--- src/rtl/mb_tx.sv ---
`default_nettype none
`timescale 1ns/1ps
// +--------------------------------------------------------------------------+
// | Module  : mb_tx                                                          |
// | Brief   : UCIe mainband transmitter - flit FIFO feeding a 16-lane        |
// |           serializer with 4-high/4-low valid framing. Optional lane      |
// |           reversal is enabled by defining MB_TX_LANE_REVERSAL_EN.        |
// | Revision: 1.0                                                            |
// +--------------------------------------------------------------------------+
module mb_tx #(
  parameter int flit_buffer_size = 4
) (
  input  logic        clk,
  input  logic        reset_n,
  input  logic        valid_i,
  input  logic [7:0]  data_i [63:0],
`ifdef MB_TX_LANE_REVERSAL_EN
  input  logic        lane_rev_i,
`endif
  output logic        ready_o,
  output logic [15:0] dataPins_o,
  output logic        valid_oPin,
  output logic        clk_fwd_en_o,
  output logic        busy_o
);

  localparam int         c_ADDR_W = $clog2(flit_buffer_size);
  localparam logic [0:0] c_IDLE   = 1'b0;
  localparam logic [0:0] c_SEND   = 1'b1;

  logic [511:0]      r_mem [flit_buffer_size];
  logic [511:0]      w_flit_in;
  logic [511:0]      r_shift;
  logic [c_ADDR_W:0] r_wr_ptr;
  logic [c_ADDR_W:0] r_rd_ptr;
  logic [c_ADDR_W:0] w_wr_ptr_next;
  logic [c_ADDR_W:0] w_rd_ptr_next;
  logic              w_push;
  logic              w_pop;
  logic              w_empty;
  logic              w_full;
  logic              w_full_next;
  logic              r_ready;

  logic [0:0]        r_state;
  logic [0:0]        w_state_next;
  logic [1:0]        r_chunk;
  logic [2:0]        r_ui;
  logic              w_last;
  logic [15:0]       w_lane;
  logic [15:0]       w_pins_next;
  logic              w_valid_next;
  logic              w_fwd_next;
  logic              w_busy_next;
  logic [15:0]       r_pins;
  logic              r_valid;
  logic              r_fwd;
  logic              r_busy;

  // ---------------- flit FIFO ----------------
  always_comb begin
    w_flit_in = '0;
    for (int i = 0; i < 64; i++) begin
      w_flit_in[8*i +: 8] = data_i[i];
    end
  end

  assign w_push        = valid_i && r_ready;
  assign w_wr_ptr_next = r_wr_ptr + {{c_ADDR_W{1'b0}}, w_push};
  assign w_rd_ptr_next = r_rd_ptr + {{c_ADDR_W{1'b0}}, w_pop};
  assign w_empty       = (r_wr_ptr == r_rd_ptr);
  assign w_full        = (r_wr_ptr[c_ADDR_W] != r_rd_ptr[c_ADDR_W]) &&
                         (r_wr_ptr[c_ADDR_W-1:0] == r_rd_ptr[c_ADDR_W-1:0]);
  assign w_full_next   = (w_wr_ptr_next[c_ADDR_W] != w_rd_ptr_next[c_ADDR_W]) &&
                         (w_wr_ptr_next[c_ADDR_W-1:0] == w_rd_ptr_next[c_ADDR_W-1:0]);

  // Holding ready low while currently full delays the rise by one cycle after a pop.
  always_ff @(posedge clk or negedge reset_n) begin
    if (!reset_n) begin
      r_wr_ptr <= '0;
      r_rd_ptr <= '0;
      r_ready  <= 1'b1;
    end else begin
      r_wr_ptr <= w_wr_ptr_next;
      r_rd_ptr <= w_rd_ptr_next;
      r_ready  <= !(w_full || w_full_next);
    end
  end

  always_ff @(posedge clk) begin
    if (w_push) begin
      r_mem[r_wr_ptr[c_ADDR_W-1:0]] <= w_flit_in;
    end
    if (w_pop) begin
      r_shift <= r_mem[r_rd_ptr[c_ADDR_W-1:0]];
    end
  end

`ifdef MB_TX_LANE_REVERSAL_EN
  logic r_rev;

  always_ff @(posedge clk or negedge reset_n) begin
    if (!reset_n) begin
      r_rev <= 1'b0;
    end else if (w_pop) begin
      r_rev <= lane_rev_i;
    end
  end
`endif

  // ---------------- serializer: state register ----------------
  always_ff @(posedge clk or negedge reset_n) begin
    if (!reset_n) begin
      r_state <= c_IDLE;
      r_chunk <= 2'd0;
      r_ui    <= 3'd0;
      r_pins  <= 16'h0000;
      r_valid <= 1'b0;
      r_fwd   <= 1'b0;
      r_busy  <= 1'b0;
    end else begin
      r_state <= w_state_next;
      if (w_pop) begin
        r_chunk <= 2'd0;
        r_ui    <= 3'd0;
      end else if (r_state == c_SEND) begin
        {r_chunk, r_ui} <= {r_chunk, r_ui} + 5'd1;
      end
      r_pins  <= w_pins_next;
      r_valid <= w_valid_next;
      r_fwd   <= w_fwd_next;
      r_busy  <= w_busy_next;
    end
  end

  // ---------------- serializer: next state ----------------
  assign w_last = (r_chunk == 2'd3) && (r_ui == 3'd7);

  always_comb begin
    w_state_next = r_state;
    w_pop        = 1'b0;
    case (r_state)
      c_IDLE: begin
        if (!w_empty) begin
          w_pop        = 1'b1;
          w_state_next = c_SEND;
        end
      end
      c_SEND: begin
        if (w_last) begin
          if (!w_empty) begin
            w_pop = 1'b1;
          end else begin
            w_state_next = c_IDLE;
          end
        end
      end
      default: w_state_next = c_IDLE;
    endcase
  end

  // ---------------- serializer: outputs ----------------
  // Bit index {chunk, lane, ui} equals (chunk*16 + lane)*8 + ui.
  always_comb begin
    w_lane = '0;
    for (int l = 0; l < 16; l++) begin
      w_lane[l] = r_shift[{r_chunk, l[3:0], r_ui}];
    end
    w_pins_next  = 16'h0000;
    w_valid_next = 1'b0;
    w_fwd_next   = 1'b0;
    if (r_state == c_SEND) begin
`ifdef MB_TX_LANE_REVERSAL_EN
      w_pins_next = r_rev ? {<<{w_lane}} : w_lane;
`else
      w_pins_next = w_lane;
`endif
      w_valid_next = ~r_ui[2];
      w_fwd_next   = 1'b1;
    end
    w_busy_next = (r_state == c_SEND) || (w_state_next == c_SEND) ||
                  (w_wr_ptr_next != w_rd_ptr_next);
  end

  assign ready_o      = r_ready;
  assign dataPins_o   = r_pins;
  assign valid_oPin   = r_valid;
  assign clk_fwd_en_o = r_fwd;
  assign busy_o       = r_busy;

endmodule
`default_nettype wire

--- config.mk ---
export PLATFORM = sky130hd
export DESIGN_NAME = mb_tx
export DESIGN_NICKNAME = d
export VERILOG_FILES = /design/src/rtl/mb_tx.sv
export SDC_FILE = /design/constraint.sdc
export NUM_CORES = 2
export LEC_CHECK = 0
export BUFFER_PORTS_ARGS = -buffer_cell sky130_fd_sc_hd__buf_2
export CAP_MARGIN = 20
export CORE_UTILIZATION = 30
export DETAILED_ROUTE_END_ITERATION = 7
export PLACE_DENSITY = 0.42
export SLEW_MARGIN = 10
export SYNTH_ARGS = -nofsm -noshare
export SYNTH_HDL_FRONTEND = slang
export SYNTH_SLANG_ARGS = --single-unit
--- constraint.sdc ---
create_clock -name clk -period 68.5 [get_ports clk]
set_clock_uncertainty 0.15 [all_clocks]
set_input_delay 3.425 -clock clk [delete_from_list [all_inputs] [get_ports clk]]
set_output_delay 3.425 -clock clk [all_outputs]
set_load 0.05 [all_outputs]
Word level (Yosys, flattened, before mapping)
Memories as Yosys holds them, arrays and structs flattened. A register that Yosys moved wholly into a read port is not among the register bits. Cells that the tools add are included.

Bits in registers: 32. Memories: 1. Output and inout port bits: 20. Bits of input ports: 515. RAM bits: 2048.

Bitwise gates (word level): 2. Muxes and demuxes: 46. Reduce and logical (&&, ||, !) cells: 9. Eq/ne operators: 8. $add $sub $neg: 3. $lt $le $gt $ge: 16.

Memories: r_mem (words 4, width 512, rd ports 1, clocked after Yosys merged registers in 1, write ports 1, line 31) `logic [511:0] r_mem [flit_buffer_size];`.

Operator list (number): $lt A9 B10 Y1 const B (16); $bmux W1 S5 (16); $mux W1 (23); $mux W16 (1); $add A3 B1 Y3 (2); $mux W3 (2); $add A5 B1 Y5 const B (1); $eq A2 B2 Y1 (2); $logic_and A1 B1 Y1 (4); $mux W2 (2); $pmux W1 S2 (2); $eq A3 B3 Y1 (1); $eq A3 B3 Y1 const B (1); $logic_or A1 B1 Y1 (3); $ne A3 B3 Y1 (1); $eq A2 B2 Y1 const B (1); $ne A1 B1 Y1 (2); $not A1 Y1 (2); $reduce_bool A2 Y1 (1); $logic_not A1 Y1 (1).

Depth between registers and ports, before layout
Depth in word-level cells: 9. Mapped depth: 10. Gate-level depth less buffers: 10.

Least setup slack after synthesis
OpenSTA, ideal clock, no wires.

Kind: input port to flip-flop. Start: in valid_i. End: mem r_mem[2][0] (enable). Library setup time: 2120 ps. Stages: 2. Data arrival time: 40471 ps. Path slack: 25758 ps. Required time: 66230 ps. Path through: nand2_1 nor3b_1.

Longest elaborated chain between the ends: 3.

Ends and longest elaborated chain: start, declared (line 15) `input logic valid_i,`; $logic_and A1 B1 Y1 (line 68) `assign w_push = valid_i && r_ready;`; $mux W1 (line 91) `if (w_push) begin`; $mux W1 (implied by the code) (line 92) `r_mem[r_wr_ptr[c_ADDR_W-1:0]] <= w_flit_in;`; end, declared (line 31).

Every way passes these cells.

Worst setup path in the final report
Start: in valid_i. End: mem r_mem[2][302] (enable).

Same word-level chain as after synthesis.

==> impl_metrics.csv <==
group,metric,value,unit
clock_tree,clock-sinks,2592,
route,wl,244000,um
logic_synthesis,ys.flop_type,"edfxtp_1",
floorplanning,floorplan.initialDensity,30.2,%
logic_synthesis,synth_seq_cells,2592,
floorplanning,rows,205,
flow_run,cap_violations,0,
final_layout,instances_no_fill,8759,
clock_tree,path_clk_slew,0.05,ns
floorplanning,die_w,562,um
critical_path,end_kind,"flop",
place,place.gp.congestion,0.712,
grt,antenna_found_initial,234,
critical_path,required,68.83,ns
route,dr.pass1.iters,5,
critical_path,critPathMostFrequentCell,"buf_4",
logic_synthesis,synth_top_area_cell,"edfxtp_1",
pwr,clockPowerShare,31.4,%
critical_path,critPathLaunchType,"input port",
pwr,power_leakage,35.2,nW
timing,rsz0062_at_grt,"false",
route,vias,41100,
timing,finalSetupViolCount,0,
route,route.detailed.drc,0,
critical_path,critPathMaxStageDelay,0.80,ns
logic_synthesis,ys_top_cells_by_count,"edfxtp_1, mux4_2, buf_2",
pwr,swShare,28.8,%
critical_path,worstSetupPathType,"input port to flop",
final_layout,post-route-util,35.7,%
grt,grt_max_degree,132,
clock_tree,tritoncts,"yes",
clock_tree,clockBufferDepth,4,
logic_synthesis,yosysWarnings,0,
timing,slew_violations,0,
final_layout,n_fill_cell,28800,
timing,setup-tns-final,0,ns
pwr,power.switching,1.38,mW
grt,grt_usage,15.3,%
place,dpl.hpwl,143000,um
logic_synthesis,syn_avg_cell_area,26.1,um2
logic_synthesis,synth_most_common_cell,"edfxtp_1",
outcome,status,"finished clean",
route,viasPerCell,4.69,
floorplanning,die_h,562,um
place,numPortBuffers,534,
logic_synthesis,synth_cell_types,32,
timing,layout_setup_ws,59.78,ns
clock_tree,cts_resized,0,
clock_tree,cts.htree.levels,5,
final_layout,drive_gt1_share,35.4,%
route,postRouteAntennaNets,0,
clock_tree,cts.root.buffer_cell,"clkbuf_16",
timing,hold_viol_final,0,
grt,grt_pass1_vias,43500,
timing,max_freq,0.115,GHz
clock_tree,cts_made_buffers,299,
logic_synthesis,synth_edf_count,2560,
route,drt-wirelength-per-cell,27.9,um
logic_synthesis,syn_area,94100,um2
floorplanning,design.core.area,312000,um2
critical_path,cp_cell_sequence,"buf_2 > nand2_1 > nor3b_2 > buf_4 > buf_12 > buf_4 > buf_4 > buf_4 > buf_4",
pwr,vdd_drop_max,0.0357,mV
pwr,power,4.79,mW
logic_synthesis,syn_inst,3610,
grt,grt_overflow_total,0,
logic_synthesis,async_reset_ff_share,1.23,%
grt,grt_pass1_wl,342000,um
final_layout,area.growth.synth_to_final,18.2,%
timing,worst_slew_pin_slew,1.15,ns
timing,finalCriticalPeriod,8.72,ns
place,dp_cells,8196,
logic_synthesis,synth_top_area_share,81.7,%
floorplanning,ioPinCount,535,
pwr,seqPwrFrac,45.6,%
logic_synthesis,ys_top_cells_by_area,"edfxtp_1, mux4_2, dfrtp_1",
logic_synthesis,ys_seq_area_share,82.5,%
floorplanning,dieArea,316000,um2
pwr,power_density,43.1,nW/um2
place,place_ws,58.74,ns
pwr,p_comb_share,23.0,%
logic_synthesis,synth_nets,4131,
critical_path,critPathMaxFanout,122,
critical_path,cp_slowest_cell,"buf_4",
clock_tree,holdBufCountCts,0,
worst_hold_path,hold_class,"flop to flop",
clock_tree,clock_latency,0.89,ns
pwr,p_int,3.41,mW
final_layout,nets,4878,
critical_path,cp.arrival,9.05,ns
timing,period_share,12.7,%
route,first_iter_violations,2850,
clock_tree,post_cts_buffers,0,
timing,slew_headroom,23.5,%
==> through the flow <==
stage	instance area (um2)	hold WS, ns
floorplan	94100	0.202
detailed placement	102000	0.334
CTS	111000	0.346
finish	111000	0.336
global route	111000	0.362
global placement	102000	0.329
==> worst max-delay path, delay by kind of cell <==
family / cells / cell delay [ns]
AND/OR/NAND/NOR: 2 / 0.45
buffers and inverters: 7 / 4.57
==> placed cells by master (no fill, tap or decap), types with 17 or more instances in the layout <==
cell / netlist / final
a21oi_1: 17 / 17
a22oi_1: 32 / 32
buf_2: 73 / 534
buf_4: 5 / 66
clkbuf_1: 42 / 92
clkbuf_16: 0 / 301
clkinv_1: 0 / 64
clkinv_2: 0 / 24
dfrtp_1: 31 / 24
diode_2: 0 / 39
edfxtp_1: 2560 / 2560
mux2i_1: 32 / 32
mux4_2: 624 / 624
nand2_1: 34 / 34
nand3_1: 20 / 19
nand4_1: 17 / 17
==> registers in the layout (all words and copies together) (netlist names) <==
| name | flops |
|---|---|
| r_rd_ptr | 3 |
| r_state | 1 |
| r_ui | 3 |
| dataPins_o | 16 |
| r_wr_ptr | 3 |
| r_chunk | 2 |
| valid_oPin | 1 |
| ready_o | 1 |
| r_shift | 512 |
| busy_o | 1 |
| r_mem | 2048 |
| clk_fwd_en_o | 1 |
==> power by group through the flow <==
stage	combinational [mW]	clock (mW)	sequential (mW)
4_1_cts	1.16	1.56	2.19
3_3_place_gp	1.16	0	2.21
3_5_place_dp	1.16	0	2.22
5_1_grt	1.19	1.61	2.20
2_1_floorplan	0.725	0	2.51
6_report	1.10	1.50	2.18
==> cells by family after synthesis <==
family | after synthesis | synth area share [%]
compound gates | 68 | 0.520
xor+xnor | 11 | 0.102
mux | 656 | 15.3
simple gates | 110 | 0.608
flops | 2592 | 82.5
fa+ha+maj | 6 | 0.0798
buf+inv | 167 | 0.879
==> worst paths after layout <==
path | start | endpoint | slack (ns) | cells past startpoint
worst min register to register | r_rd_ptr[2]$_DFF_PN0_ | r_rd_ptr[2]$_DFF_PN0_ | 0.34 | 1
worst max-delay path | valid_i | r_mem[2][302]$_DFFE_PP_ | 59.78 | 9
worst min-delay path | r_rd_ptr[2]$_DFF_PN0_ | r_rd_ptr[2]$_DFF_PN0_ | 0.34 | 1
worst max register to register | ready_o$_DFF_PN1_ | r_mem[2][302]$_DFFE_PP_ | 62.04 | 8
max in group asynchronous | reset_n | r_chunk[0]$_DFFE_PN0P_ | 65.14 | 2
min in group asynchronous | reset_n | dataPins_o[1]$_DFF_PN0_ | 2.51 | 2
==> final cells by class <==
type,count,area (um2),share of cell area (%)
sequential,2592,77700,69.9
multi-input combinational,851,15700,14.1
clock buffer,394,7890,7.09
tap,4140,5180,4.66
timing repair buffer,612,3400,3.06
clock inverter,130,1280,1.16
antenna,39,97.6,0.0877
inverter,1,3.75,0.00337
==> metal layers <==
| metal | vias up | wire [um] | share of wire (%) | GRT usage, % |
|---|---|---|---|---|
| li1 | 17300 | - | - | - |
| met4 | 120 | 7260 | 3.0 | 5.03 |
| met1 | 21900 | 104000 | 42 | 20.2 |
| met5 | - | 749 | 0.31 | 0 |
| met3 | 639 | 15800 | 6.5 | 4.01 |
| met2 | 1176 | 117000 | 48 | 24.6 |
Note: power is estimated with default switching activity, not from simulation.
